===== src/rtl/mips_pkg.sv =====
// Shared MIPS pipeline definitions used by the write-back stage.
package mips_pkg;

  localparam int unsigned DATA_W   = 64;
  localparam int unsigned WORD_W   = 32;
  localparam int unsigned REG_AW   = 5;
  localparam int unsigned LINK_REG = 31;

  typedef enum logic {
    WB_IDLE,
    WB_DBL_HI
  } wb_state_t;

endpackage


===== src/rtl/wb_writeback_unit_if.sv =====
// MEM/WB pipeline register bus feeding the write-back stage, plus the stall back to MEM/WB.
interface wb_writeback_unit_if #(
  parameter int unsigned DATA_W = 64,
  parameter int unsigned WORD_W = 32,
  parameter int unsigned REG_AW = 5
);

  logic [DATA_W-1:0] MEM_WB_MemData;
  logic [DATA_W-1:0] MEM_WB_ALUData;
  logic [WORD_W-1:0] MEM_WB_LinkAddr;
  logic [REG_AW-1:0] MEM_WB_DstReg;
  logic [REG_AW-1:0] MEM_WB_FP_DstReg;
  logic              MEM_WB_MemtoReg;
  logic              MEM_WB_RegWrite;
  logic              MEM_WB_JmpandLink;
  logic              MEM_WB_LoHiWrite;
  logic              MEM_WB_CompareOp;
  logic              MEM_WB_floatop;
  logic              MEM_WB_Double;
  logic              MEM_WB_memWrite;
  logic              wb_stall;

  modport master (
    output MEM_WB_MemData, MEM_WB_ALUData, MEM_WB_LinkAddr, MEM_WB_DstReg,
           MEM_WB_FP_DstReg, MEM_WB_MemtoReg, MEM_WB_RegWrite, MEM_WB_JmpandLink,
           MEM_WB_LoHiWrite, MEM_WB_CompareOp, MEM_WB_floatop, MEM_WB_Double,
           MEM_WB_memWrite,
    input  wb_stall
  );

  modport slave (
    input  MEM_WB_MemData, MEM_WB_ALUData, MEM_WB_LinkAddr, MEM_WB_DstReg,
           MEM_WB_FP_DstReg, MEM_WB_MemtoReg, MEM_WB_RegWrite, MEM_WB_JmpandLink,
           MEM_WB_LoHiWrite, MEM_WB_CompareOp, MEM_WB_floatop, MEM_WB_Double,
           MEM_WB_memWrite,
    output wb_stall
  );

endinterface


===== src/rtl/wb_writeback_unit_hilo_regs.sv =====
// Architectural HI/LO registers and FP condition flag owned by the write-back stage.
module wb_hilo_regs #(
  parameter int unsigned WORD_W = 32
) (
  input  logic              clk,
  input  logic              rst_n,
  input  logic              hilo_we,
  input  logic [WORD_W-1:0] hi_d,
  input  logic [WORD_W-1:0] lo_d,
  input  logic              fcc_we,
  input  logic              fcc_d,
  output logic [WORD_W-1:0] hi_q,
  output logic [WORD_W-1:0] lo_q,
  output logic              fcc_q
);

  always_ff @(posedge clk or negedge rst_n) begin
    if (!rst_n) begin
      hi_q  <= '0;
      lo_q  <= '0;
      fcc_q <= 1'b0;
    end else begin
      if (hilo_we) begin
        hi_q <= hi_d;
        lo_q <= lo_d;
      end
      if (fcc_we) begin
        fcc_q <= fcc_d;
      end
    end
  end

endmodule


===== src/rtl/wb_writeback_unit.sv =====
// Write-back stage: drives GPR/FPR write ports from MEM/WB, splitting double FP results
// into an even/odd FPR pair over two cycles.
module wb_writeback_unit #(
  parameter int unsigned DATA_W   = mips_pkg::DATA_W,
  parameter int unsigned WORD_W   = mips_pkg::WORD_W,
  parameter int unsigned REG_AW   = mips_pkg::REG_AW,
  parameter int unsigned LINK_REG = mips_pkg::LINK_REG
) (
  input  logic              clk,
  input  logic              rst_n,
  wb_writeback_unit_if.slave mem_wb,
  output logic              gpr_we,
  output logic [REG_AW-1:0] gpr_waddr,
  output logic [WORD_W-1:0] gpr_wdata,
  output logic              fpr_we,
  output logic [REG_AW-1:0] fpr_waddr,
  output logic [WORD_W-1:0] fpr_wdata,
  output logic [WORD_W-1:0] hi_q,
  output logic [WORD_W-1:0] lo_q,
  output logic              fcc_q
);

  import mips_pkg::*;

  wb_state_t         state;
  logic [WORD_W-1:0] hi_word_q;
  logic [REG_AW-1:0] hi_addr_q;

  logic [DATA_W-1:0] res;
  logic              gpr_set;
  logic [REG_AW-1:0] gpr_addr_d;
  logic [WORD_W-1:0] gpr_data_d;
  logic              fpr_set;
  logic [REG_AW-1:0] fpr_addr_d;
  logic [WORD_W-1:0] fpr_data_d;
  logic              hilo_we;
  logic              fcc_we;
  logic              dbl_start;

  always_comb begin
    res        = mem_wb.MEM_WB_MemtoReg ? mem_wb.MEM_WB_MemData : mem_wb.MEM_WB_ALUData;
    gpr_set    = 1'b0;
    gpr_addr_d = '0;
    gpr_data_d = '0;
    fpr_set    = 1'b0;
    fpr_addr_d = '0;
    fpr_data_d = '0;
    hilo_we    = 1'b0;
    fcc_we     = 1'b0;
    dbl_start  = 1'b0;

    if (state == WB_DBL_HI) begin
      // MEM/WB still holds the double; only the latched high word is written.
      fpr_set    = 1'b1;
      fpr_addr_d = hi_addr_q;
      fpr_data_d = hi_word_q;
    end else if (!mem_wb.MEM_WB_memWrite) begin
      if (mem_wb.MEM_WB_LoHiWrite) begin
        hilo_we = 1'b1;
      end else if (mem_wb.MEM_WB_CompareOp && mem_wb.MEM_WB_floatop) begin
        fcc_we = 1'b1;
      end else if (mem_wb.MEM_WB_JmpandLink) begin
        gpr_set    = 1'b1;
        gpr_addr_d = REG_AW'(LINK_REG);
        gpr_data_d = mem_wb.MEM_WB_LinkAddr;
      end else if (mem_wb.MEM_WB_RegWrite && !mem_wb.MEM_WB_floatop) begin
        gpr_set    = (mem_wb.MEM_WB_DstReg != '0);
        gpr_addr_d = mem_wb.MEM_WB_DstReg;
        gpr_data_d = res[WORD_W-1:0];
      end else if (mem_wb.MEM_WB_RegWrite && !mem_wb.MEM_WB_Double) begin
        fpr_set    = 1'b1;
        fpr_addr_d = mem_wb.MEM_WB_FP_DstReg;
        fpr_data_d = res[WORD_W-1:0];
      end else if (mem_wb.MEM_WB_RegWrite) begin
        dbl_start  = 1'b1;
        fpr_set    = 1'b1;
        fpr_addr_d = {mem_wb.MEM_WB_FP_DstReg[REG_AW-1:1], 1'b0};
        fpr_data_d = res[WORD_W-1:0];
      end
    end
  end

  assign mem_wb.wb_stall = dbl_start;

  always_ff @(posedge clk or negedge rst_n) begin
    if (!rst_n) begin
      state     <= WB_IDLE;
      hi_word_q <= '0;
      hi_addr_q <= '0;
      gpr_we    <= 1'b0;
      gpr_waddr <= '0;
      gpr_wdata <= '0;
      fpr_we    <= 1'b0;
      fpr_waddr <= '0;
      fpr_wdata <= '0;
    end else begin
      gpr_we <= gpr_set;
      if (gpr_set) begin
        gpr_waddr <= gpr_addr_d;
        gpr_wdata <= gpr_data_d;
      end
      fpr_we <= fpr_set;
      if (fpr_set) begin
        fpr_waddr <= fpr_addr_d;
        fpr_wdata <= fpr_data_d;
      end
      case (state)
        WB_IDLE: begin
          if (dbl_start) begin
            state     <= WB_DBL_HI;
            hi_word_q <= res[2*WORD_W-1:WORD_W];
            hi_addr_q <= {mem_wb.MEM_WB_FP_DstReg[REG_AW-1:1], 1'b1};
          end
        end
        WB_DBL_HI: state <= WB_IDLE;
        default:   state <= WB_IDLE;
      endcase
    end
  end

  wb_hilo_regs #(
    .WORD_W (WORD_W)
  ) u_hilo (
    .clk     (clk),
    .rst_n   (rst_n),
    .hilo_we (hilo_we),
    .hi_d    (res[2*WORD_W-1:WORD_W]),
    .lo_d    (res[WORD_W-1:0]),
    .fcc_we  (fcc_we),
    .fcc_d   (res[0]),
    .hi_q    (hi_q),
    .lo_q    (lo_q),
    .fcc_q   (fcc_q)
  );

endmodule


===== src/flat_wrapper.sv =====
// flat-port wrapper written by rule: the top's interface ports become plain ports
module wb_writeback_unit_flat import mips_pkg::*;
#(
  parameter int unsigned DATA_W   = mips_pkg::DATA_W,
  parameter int unsigned WORD_W   = mips_pkg::WORD_W,
  parameter int unsigned REG_AW   = mips_pkg::REG_AW,
  parameter int unsigned LINK_REG = mips_pkg::LINK_REG
)
  (clk, rst_n, gpr_we, gpr_waddr, gpr_wdata, fpr_we, fpr_waddr, fpr_wdata, hi_q, lo_q, fcc_q, mem_wb_MEM_WB_MemData, mem_wb_MEM_WB_ALUData, mem_wb_MEM_WB_LinkAddr, mem_wb_MEM_WB_DstReg, mem_wb_MEM_WB_FP_DstReg, mem_wb_MEM_WB_MemtoReg, mem_wb_MEM_WB_RegWrite, mem_wb_MEM_WB_JmpandLink, mem_wb_MEM_WB_LoHiWrite, mem_wb_MEM_WB_CompareOp, mem_wb_MEM_WB_floatop, mem_wb_MEM_WB_Double, mem_wb_MEM_WB_memWrite, mem_wb_wb_stall);
  wb_writeback_unit_if #(.DATA_W(DATA_W), .WORD_W(WORD_W), .REG_AW(REG_AW)) mem_wb_i ();
  input  logic clk;
  input  logic rst_n;
  output logic gpr_we;
  output logic [REG_AW-1:0] gpr_waddr;
  output logic [WORD_W-1:0] gpr_wdata;
  output logic fpr_we;
  output logic [REG_AW-1:0] fpr_waddr;
  output logic [WORD_W-1:0] fpr_wdata;
  output logic [WORD_W-1:0] hi_q;
  output logic [WORD_W-1:0] lo_q;
  output logic fcc_q;
  input wire logic [$bits(mem_wb_i.MEM_WB_MemData)-1:0] mem_wb_MEM_WB_MemData;
  input wire logic [$bits(mem_wb_i.MEM_WB_ALUData)-1:0] mem_wb_MEM_WB_ALUData;
  input wire logic [$bits(mem_wb_i.MEM_WB_LinkAddr)-1:0] mem_wb_MEM_WB_LinkAddr;
  input wire logic [$bits(mem_wb_i.MEM_WB_DstReg)-1:0] mem_wb_MEM_WB_DstReg;
  input wire logic [$bits(mem_wb_i.MEM_WB_FP_DstReg)-1:0] mem_wb_MEM_WB_FP_DstReg;
  input wire logic [$bits(mem_wb_i.MEM_WB_MemtoReg)-1:0] mem_wb_MEM_WB_MemtoReg;
  input wire logic [$bits(mem_wb_i.MEM_WB_RegWrite)-1:0] mem_wb_MEM_WB_RegWrite;
  input wire logic [$bits(mem_wb_i.MEM_WB_JmpandLink)-1:0] mem_wb_MEM_WB_JmpandLink;
  input wire logic [$bits(mem_wb_i.MEM_WB_LoHiWrite)-1:0] mem_wb_MEM_WB_LoHiWrite;
  input wire logic [$bits(mem_wb_i.MEM_WB_CompareOp)-1:0] mem_wb_MEM_WB_CompareOp;
  input wire logic [$bits(mem_wb_i.MEM_WB_floatop)-1:0] mem_wb_MEM_WB_floatop;
  input wire logic [$bits(mem_wb_i.MEM_WB_Double)-1:0] mem_wb_MEM_WB_Double;
  input wire logic [$bits(mem_wb_i.MEM_WB_memWrite)-1:0] mem_wb_MEM_WB_memWrite;
  output wire logic [$bits(mem_wb_i.wb_stall)-1:0] mem_wb_wb_stall;
  assign mem_wb_i.MEM_WB_MemData = mem_wb_MEM_WB_MemData;
  assign mem_wb_i.MEM_WB_ALUData = mem_wb_MEM_WB_ALUData;
  assign mem_wb_i.MEM_WB_LinkAddr = mem_wb_MEM_WB_LinkAddr;
  assign mem_wb_i.MEM_WB_DstReg = mem_wb_MEM_WB_DstReg;
  assign mem_wb_i.MEM_WB_FP_DstReg = mem_wb_MEM_WB_FP_DstReg;
  assign mem_wb_i.MEM_WB_MemtoReg = mem_wb_MEM_WB_MemtoReg;
  assign mem_wb_i.MEM_WB_RegWrite = mem_wb_MEM_WB_RegWrite;
  assign mem_wb_i.MEM_WB_JmpandLink = mem_wb_MEM_WB_JmpandLink;
  assign mem_wb_i.MEM_WB_LoHiWrite = mem_wb_MEM_WB_LoHiWrite;
  assign mem_wb_i.MEM_WB_CompareOp = mem_wb_MEM_WB_CompareOp;
  assign mem_wb_i.MEM_WB_floatop = mem_wb_MEM_WB_floatop;
  assign mem_wb_i.MEM_WB_Double = mem_wb_MEM_WB_Double;
  assign mem_wb_i.MEM_WB_memWrite = mem_wb_MEM_WB_memWrite;
  assign mem_wb_wb_stall = mem_wb_i.wb_stall;
  wb_writeback_unit #(.DATA_W(DATA_W), .WORD_W(WORD_W), .REG_AW(REG_AW), .LINK_REG(LINK_REG)) u_core (.clk(clk), .rst_n(rst_n), .mem_wb(mem_wb_i), .gpr_we(gpr_we), .gpr_waddr(gpr_waddr), .gpr_wdata(gpr_wdata), .fpr_we(fpr_we), .fpr_waddr(fpr_waddr), .fpr_wdata(fpr_wdata), .hi_q(hi_q), .lo_q(lo_q), .fcc_q(fcc_q));
endmodule

===== config.mk =====
export PLATFORM = sky130hd
export DESIGN_NAME = wb_writeback_unit_flat
export DESIGN_NICKNAME = d
export VERILOG_FILES = /design/src/rtl/mips_pkg.sv /design/src/rtl/wb_writeback_unit_if.sv /design/src/rtl/wb_writeback_unit_hilo_regs.sv /design/src/rtl/wb_writeback_unit.sv /design/src/flat_wrapper.sv
export SDC_FILE = /design/constraint.sdc
export NUM_CORES = 1
export LEC_CHECK = 0
export BUFFER_PORTS_ARGS = -buffer_cell sky130_fd_sc_hd__buf_2
export CAP_MARGIN = 0
export CORE_ASPECT_RATIO = 2
export CORE_MARGIN = 4
export CORE_UTILIZATION = 50
export CTS_BUF_LIST = sky130_fd_sc_hd__clkbuf_8
export CTS_CLUSTER_DIAMETER = 40
export CTS_CLUSTER_SIZE = 8
export DETAILED_ROUTE_END_ITERATION = 10
export GPL_TIMING_DRIVEN = 0
export PLACE_DENSITY = 0.84
export SYNTH_ARGS = -nofsm -noshare
export SYNTH_HDL_FRONTEND = slang
export SYNTH_SLANG_ARGS = --single-unit
export TNS_END_PERCENT = 20

===== constraint.sdc =====
create_clock -name clk -period 2.3 [get_ports clk]
set_clock_uncertainty 0.1 [all_clocks]
set_input_delay 0.46 -clock clk [delete_from_list [all_inputs] [get_ports clk]]
set_output_delay 0.46 -clock clk [all_outputs]
set_load 0.01 [all_outputs]

* Word level (Yosys, flattened, before mapping)
Cells that the tools add are included.
** Word-level totals
- Register bits :: 179
- Input bits :: 180
- Output and inout bits :: 142
- Word-level logic and storage cells :: 79
** Cells by class
- Muxes and demuxes :: 59
- Bitwise gates (word level) :: 1
- Reduce and logical (&&, ||, !) cells :: 7
** Operators by type and width (count)
- two-way mux 32 bit :: 14
- two-way mux 5 bit :: 14
- two-way mux 64 bit :: 1
- two-way mux 1 bit :: 29
- nonzero test 5 bit :: 1
- logical AND 1 bit :: 3
- zero test 1 bit :: 2
- case mux 1 bit (2 select lines) :: 1
- AND reduction 2 bit :: 1
- inverter 1 bit :: 1

* Depth between registers and ports, before layout
- Word-level depth :: 11
- Gate-level depth with buffers :: 7
- Mapped depth without buffers :: 4

* By module
A second synthesis with hierarchy kept.
** Second synthesis, totals
- Cells, all modules :: 593
- Area, all modules :: 8649.5 µm²
** Modules (own cells, without submodules)
- wb_writeback_unit :: instances 1, cells an instance 456, area an instance 5934.4 µm², seq. area each 2852.7 µm²
- wb_hilo_regs :: instances 1, cells an instance 137, area an instance 2715.1 µm², seq. area each 1626.6 µm²

* Worst setup path before layout
No wires, ideal clock.
- Path kind :: input to register
- Start :: input mem_wb_MEM_WB_MemtoReg
- End :: register u_core.gpr_wdata[25]
- Library setup time :: 125 ps
- Arrival :: 1924 ps
- Required time :: 2075 ps
- Slack :: 150 ps
- Cell stages on the path :: 5
- Buffers on the path :: 2
- Path through :: clkbuf_1 clkbuf_1 mux2_2 a22o_1 mux2_4
** Between the ends
- Word-level cells in the longest chain between the ends :: 7
** Ends and longest elaborated chain
- start: declaration :: line flat_wrapper.sv:27 : input wire logic [$bits(mem_wb_i.MEM_WB_MemtoReg)-1:0] mem_wb_MEM_WB_MemtoReg;
- two-way mux 64 bit :: line wb_writeback_unit.sv:41 : res = mem_wb.MEM_WB_MemtoReg ? mem_wb.MEM_WB_MemData : mem_wb.MEM_WB_ALUData;
- two-way mux 32 bit :: line wb_writeback_unit.sv:66 : end else if (mem_wb.MEM_WB_RegWrite && !mem_wb.MEM_WB_floatop) begin
- two-way mux 32 bit :: line wb_writeback_unit.sv:62 : end else if (mem_wb.MEM_WB_JmpandLink) begin
- two-way mux 32 bit :: line wb_writeback_unit.sv:60 : end else if (mem_wb.MEM_WB_CompareOp && mem_wb.MEM_WB_floatop) begin
- two-way mux 32 bit :: line wb_writeback_unit.sv:58 : if (mem_wb.MEM_WB_LoHiWrite) begin
- two-way mux 32 bit :: line wb_writeback_unit.sv:57 : end else if (!mem_wb.MEM_WB_memWrite) begin
- two-way mux 32 bit :: line wb_writeback_unit.sv:52 : if (state == WB_DBL_HI) begin
- end signal: assignment :: line wb_writeback_unit.sv:100 : gpr_wdata <= gpr_data_d;
- end: declaration :: line wb_writeback_unit.sv:14 : output logic [WORD_W-1:0] gpr_wdata,
No other way between the ends.
A chain may end at the register's enable or synchronous reset.

* Worst setup path in the final report
- Start :: register u_core.state
- End :: output mem_wb_wb_stall
** Between the ends
- Word-level cells in the longest chain between the ends :: 1
** Ends and longest elaborated chain
- start: declaration :: line wb_writeback_unit.sv:25 : wb_state_t state;
- start signal: assignment :: line wb_writeback_unit.sv:87 : state <= WB_IDLE;
- start signal: assignment :: line wb_writeback_unit.sv:110 : state <= WB_DBL_HI;
- start signal: assignment :: line wb_writeback_unit.sv:115 : WB_DBL_HI: state <= WB_IDLE;
- two-way mux 1 bit :: line wb_writeback_unit.sv:52
- end: declaration :: line flat_wrapper.sv:35 : output wire logic [$bits(mem_wb_i.wb_stall)-1:0] mem_wb_wb_stall;
No other way between the ends.

==> impl_results.md <==
* First-pass GRT wire length at 37,430 um
* DRC at 0
* First drt pass iteration count at 4
* Tcrit/Tclk final at 0.9490
* Peak VDD IR at 0.5176 mV
* Crit end category: output port
* Starting Density at 0.5096
* Grt total ovfl at 0
* Total Wirelength at roughly 24,000 um
* Syn Inst Count at about 670
* ANT nets after route at 0
* Number of library cell types mapped by synthesis at 32
* Post-synthesis cell area at just over 0.008 sq mm
* YS warnings at 0
* Via count at 6,550
* Synthesized flop and latch total at between 150 and 200
* Layout cells sized above 1 at 0.4664
* GRT Util Overall at 0.2635
* Rows at 65
* Finished Layout Cells at roughly 1,200
* Post-Syn Nets at approximately 850
* I/O pin count at 322
* Peak fanout along the critical path at 4
* Multi-input logic area at 0.003356 sq mm
* Via density at 5.321
* CP max-delay cell: dfrtp_2
* Fill count at ~1,200
* Slew @ Worst Pin at ~0.74 ns
* Die Height at 187.3 um
* Reg2reg path depth at 3
* Clock latency on the worst-skew pair at between 0.4 and 0.5 ns
* Avg Inst Size Synth at 11.96 sq um
* Clock buffer depth at 2
* Crit path time final at between 2 and 2.5 ns
* Hold Crit Depth at 3
* Hold Startpoint: mem_wb_MEM_WB_FP_DstReg[0]
* PortBufs at 320
* Max Slew Vio Count at 0
* Crit Reg-Reg Endpoint: u_core.u_hilo.lo_q[7]
* Worst Setup Start Kind: flop
* CP Data Required Time at 1.74 ns
* GP Congestion at 0.8984
* Crit-path cells: nor2b_2 > nand4bb_4 > clkbuf_8 > inv_1 > buf_2
* DR WL/cell at 19.57 um
* Peak Freq at between 400 and 500 MHz
* Clock Tree Root: clkbuf_8
* TritonCTS Buffers at 17
* Max_cap viols at 0
* Clock sink count at 179
* DP Wirelength at 19,160 um
* Power Density at ~820 mW/mm^2
* Hold Crit Class: primary input to flop
* Initial antenna violation count at 3
* Die Wd at 97.67 um
* Status: complete, no violations
* Total Nets Final at 1,194
* Post-synthesis sequential area ratio at 0.5571
* Placed insts at 1,194
* Largest stage delay on the critical path at 0.46 ns
* Kind of critical path: flop to output port
* Final Setup Violations at 0
* Syn-to-layout area delta at 30.02%
* Largest net degree at the start of global routing at 99
* Worst slew margin at 0.5062
* Die ar. at 0.01830 sq mm
* Leakage at 5.305 nW
* Clock slew at reported path FFs at 0.10 ns
* R2r setup slk at 0.14 ns
* Hold worst-path end: u_core.fpr_waddr[0]
* Final Util at 0.6626
* Critical R2R Launch: u_core.state
* FF/Latch Area at 0.004481 sq mm
* CP arrival at 1.62 ns
* DRT iter0 DRCs at 226
* RSZ-0062 raised after global routing: no
* H-tree depth at 4
* Vias in the first global route at 7,072
* Hold Violations, Final at 0
* TritonCTS clock tree: yes
* Buf/Inv on CP at 3
* Placeable Area at approximately 0.016 sq mm
* Crit-path leading delay family: flip-flops
metrics by stage:
stage	total power, mW	hold slack [ns]	TNS (ns)	area (sq um)	setup slack, ns
after global placement	6.119	0.3529	-401.12	9893	-2.018
after CTS	8.624	0.1181	0	10450	0.04096
after detailed placement	6.212	0.3557	-46.56	9931	-0.7391
after floorplan	5.132	0.06441	0	8040	0.1504
after global routing	8.971	0.1346	0	10450	0.006017
final	8.556	0.1531	0	10450	0.1174
cells by family (layout without fill, tap and decap cells):
group           count (synthesis)  after routing  share of synthesized area
flops                         179            179                     0.5571
mux                           167            167                     0.2353
compound gates                148            148                     0.1124
simple gates                  126            126                    0.06598
buf+inv                        52            407                    0.02926
other cells                     0              3                          0
registers in the layout (all words and copies together) (netlist names):
register and flops:
u_core.fpr_waddr 5, u_core.fpr_wdata 32, u_core.fpr_we 1, u_core.gpr_waddr 5, u_core.gpr_wdata 32, u_core.gpr_we 1, u_core.hi_addr_q 5, u_core.hi_word_q 32
u_core.state 1, u_core.u_hilo.fcc_q 1, u_core.u_hilo.hi_q 32, u_core.u_hilo.lo_q 32
worst register-to-register path, delay by kind of cell, from the launching register on:
kind          cells  cell delay (ns)
buf+inv           1             0.57
flops             1             0.46
mux               1             0.42
simple gates      1             0.49
placed cells by master, fill, tap and decap left out, types with 2 or more instances in the layout:
master	count
nor3_1	2
buf_2	330
dfrtp_1	178
buf_6	3
nor2_1	36
clkbuf_1	28
o21ai_0	72
buf_4	4
a211o_1	3
nand2_1	74
clkbuf_8	19
a22o_1	32
a21oi_1	34
clkinv_2	2
diode_2	3
clkinv_4	3
nand2b_1	2
mux2_2	72
mux2_4	26
bufinv_16	4
o22a_1	3
inv_1	2
nand3_1	2
mux2i_1	69
nor2b_1	2
buf_1	3
inv_6	5
synth_stat cells, drive strengths merged:
master	n	area (sq um)
nand3b	1	7.510
or3b	1	8.760
a211oi	1	20.02
o22a	3	26.28
mux2i	69	690.7
o211ai	1	7.510
nor2b	3	18.77
clkbuf	32	120.1
nand4bb	1	11.26
nand2	74	277.8
inv	2	7.510
and3b	1	8.760
mux2	98	1201
a21boi	1	7.510
nor3	2	10.01
o21ai	73	365.4
nor2	37	146.4
a22o	32	280.3
buf	18	107.6
a211o	3	26.28
dfrtp	179	4479
nand2b	2	12.51
nor3b	1	7.510
a21oi	34	170.2
or4	1	11.26
nand3	2	10.01
routing by layer:
layer / vias up / wire length, um / global-route usage
li1: 3051 / - / -
met1: 3201 / 8695 / 0.2880
met2: 251 / 13330 / 0.4921
met3: 47 / 1285 / 0.05263
met4: 0 / 780 / 0.1024
met5: - / 0 / 0
report_power, final:
group	switching [mW]	total, mW	leakage (nW)	internal (mW)
combinational	1.09	2.08	2.92	0.990
clock	1.18	2.42	0.229	1.23
sequential	0.318	4.06	2.15	3.74
cell type report:
type,instances,area share
inverter,2,0.0007181
clock inverter,14,0.01915
tap,201,0.02406
timing repair buffer,325,0.1599
sequential,179,0.4286
antenna,3,0.0007181
multi-input combinational,441,0.3210
buffer,48,0.02214
clock buffer,18,0.02370
what timing repair did:
item,in CTS,in global routing
hold buffers,1,0
gates resized for setup,9,2
setup buffers,3,0
pin swaps,0,1
setup endpoints to repair,65,15
endpoints found under the hold margin,97,0
worst max path at each step:
stage,start,end,slack (ns),depth (start not counted)
3_3_place_gp,rst_n,u_core.gpr_wdata[30],-2.02,1
4_1_cts,u_core.state,u_core.u_hilo.hi_q[15],0.04,4
6_report,u_core.state,mem_wb_wb_stall,0.12,5
5_1_grt,u_core.state,u_core.gpr_wdata[19],0.006,5
3_5_place_dp,u_core.state,u_core.u_hilo.hi_q[18],-0.74,5
2_1_floorplan,mem_wb_MEM_WB_MemtoReg,u_core.gpr_wdata[25],0.15,5
Note: power is estimated with default switching activity, not from simulation.
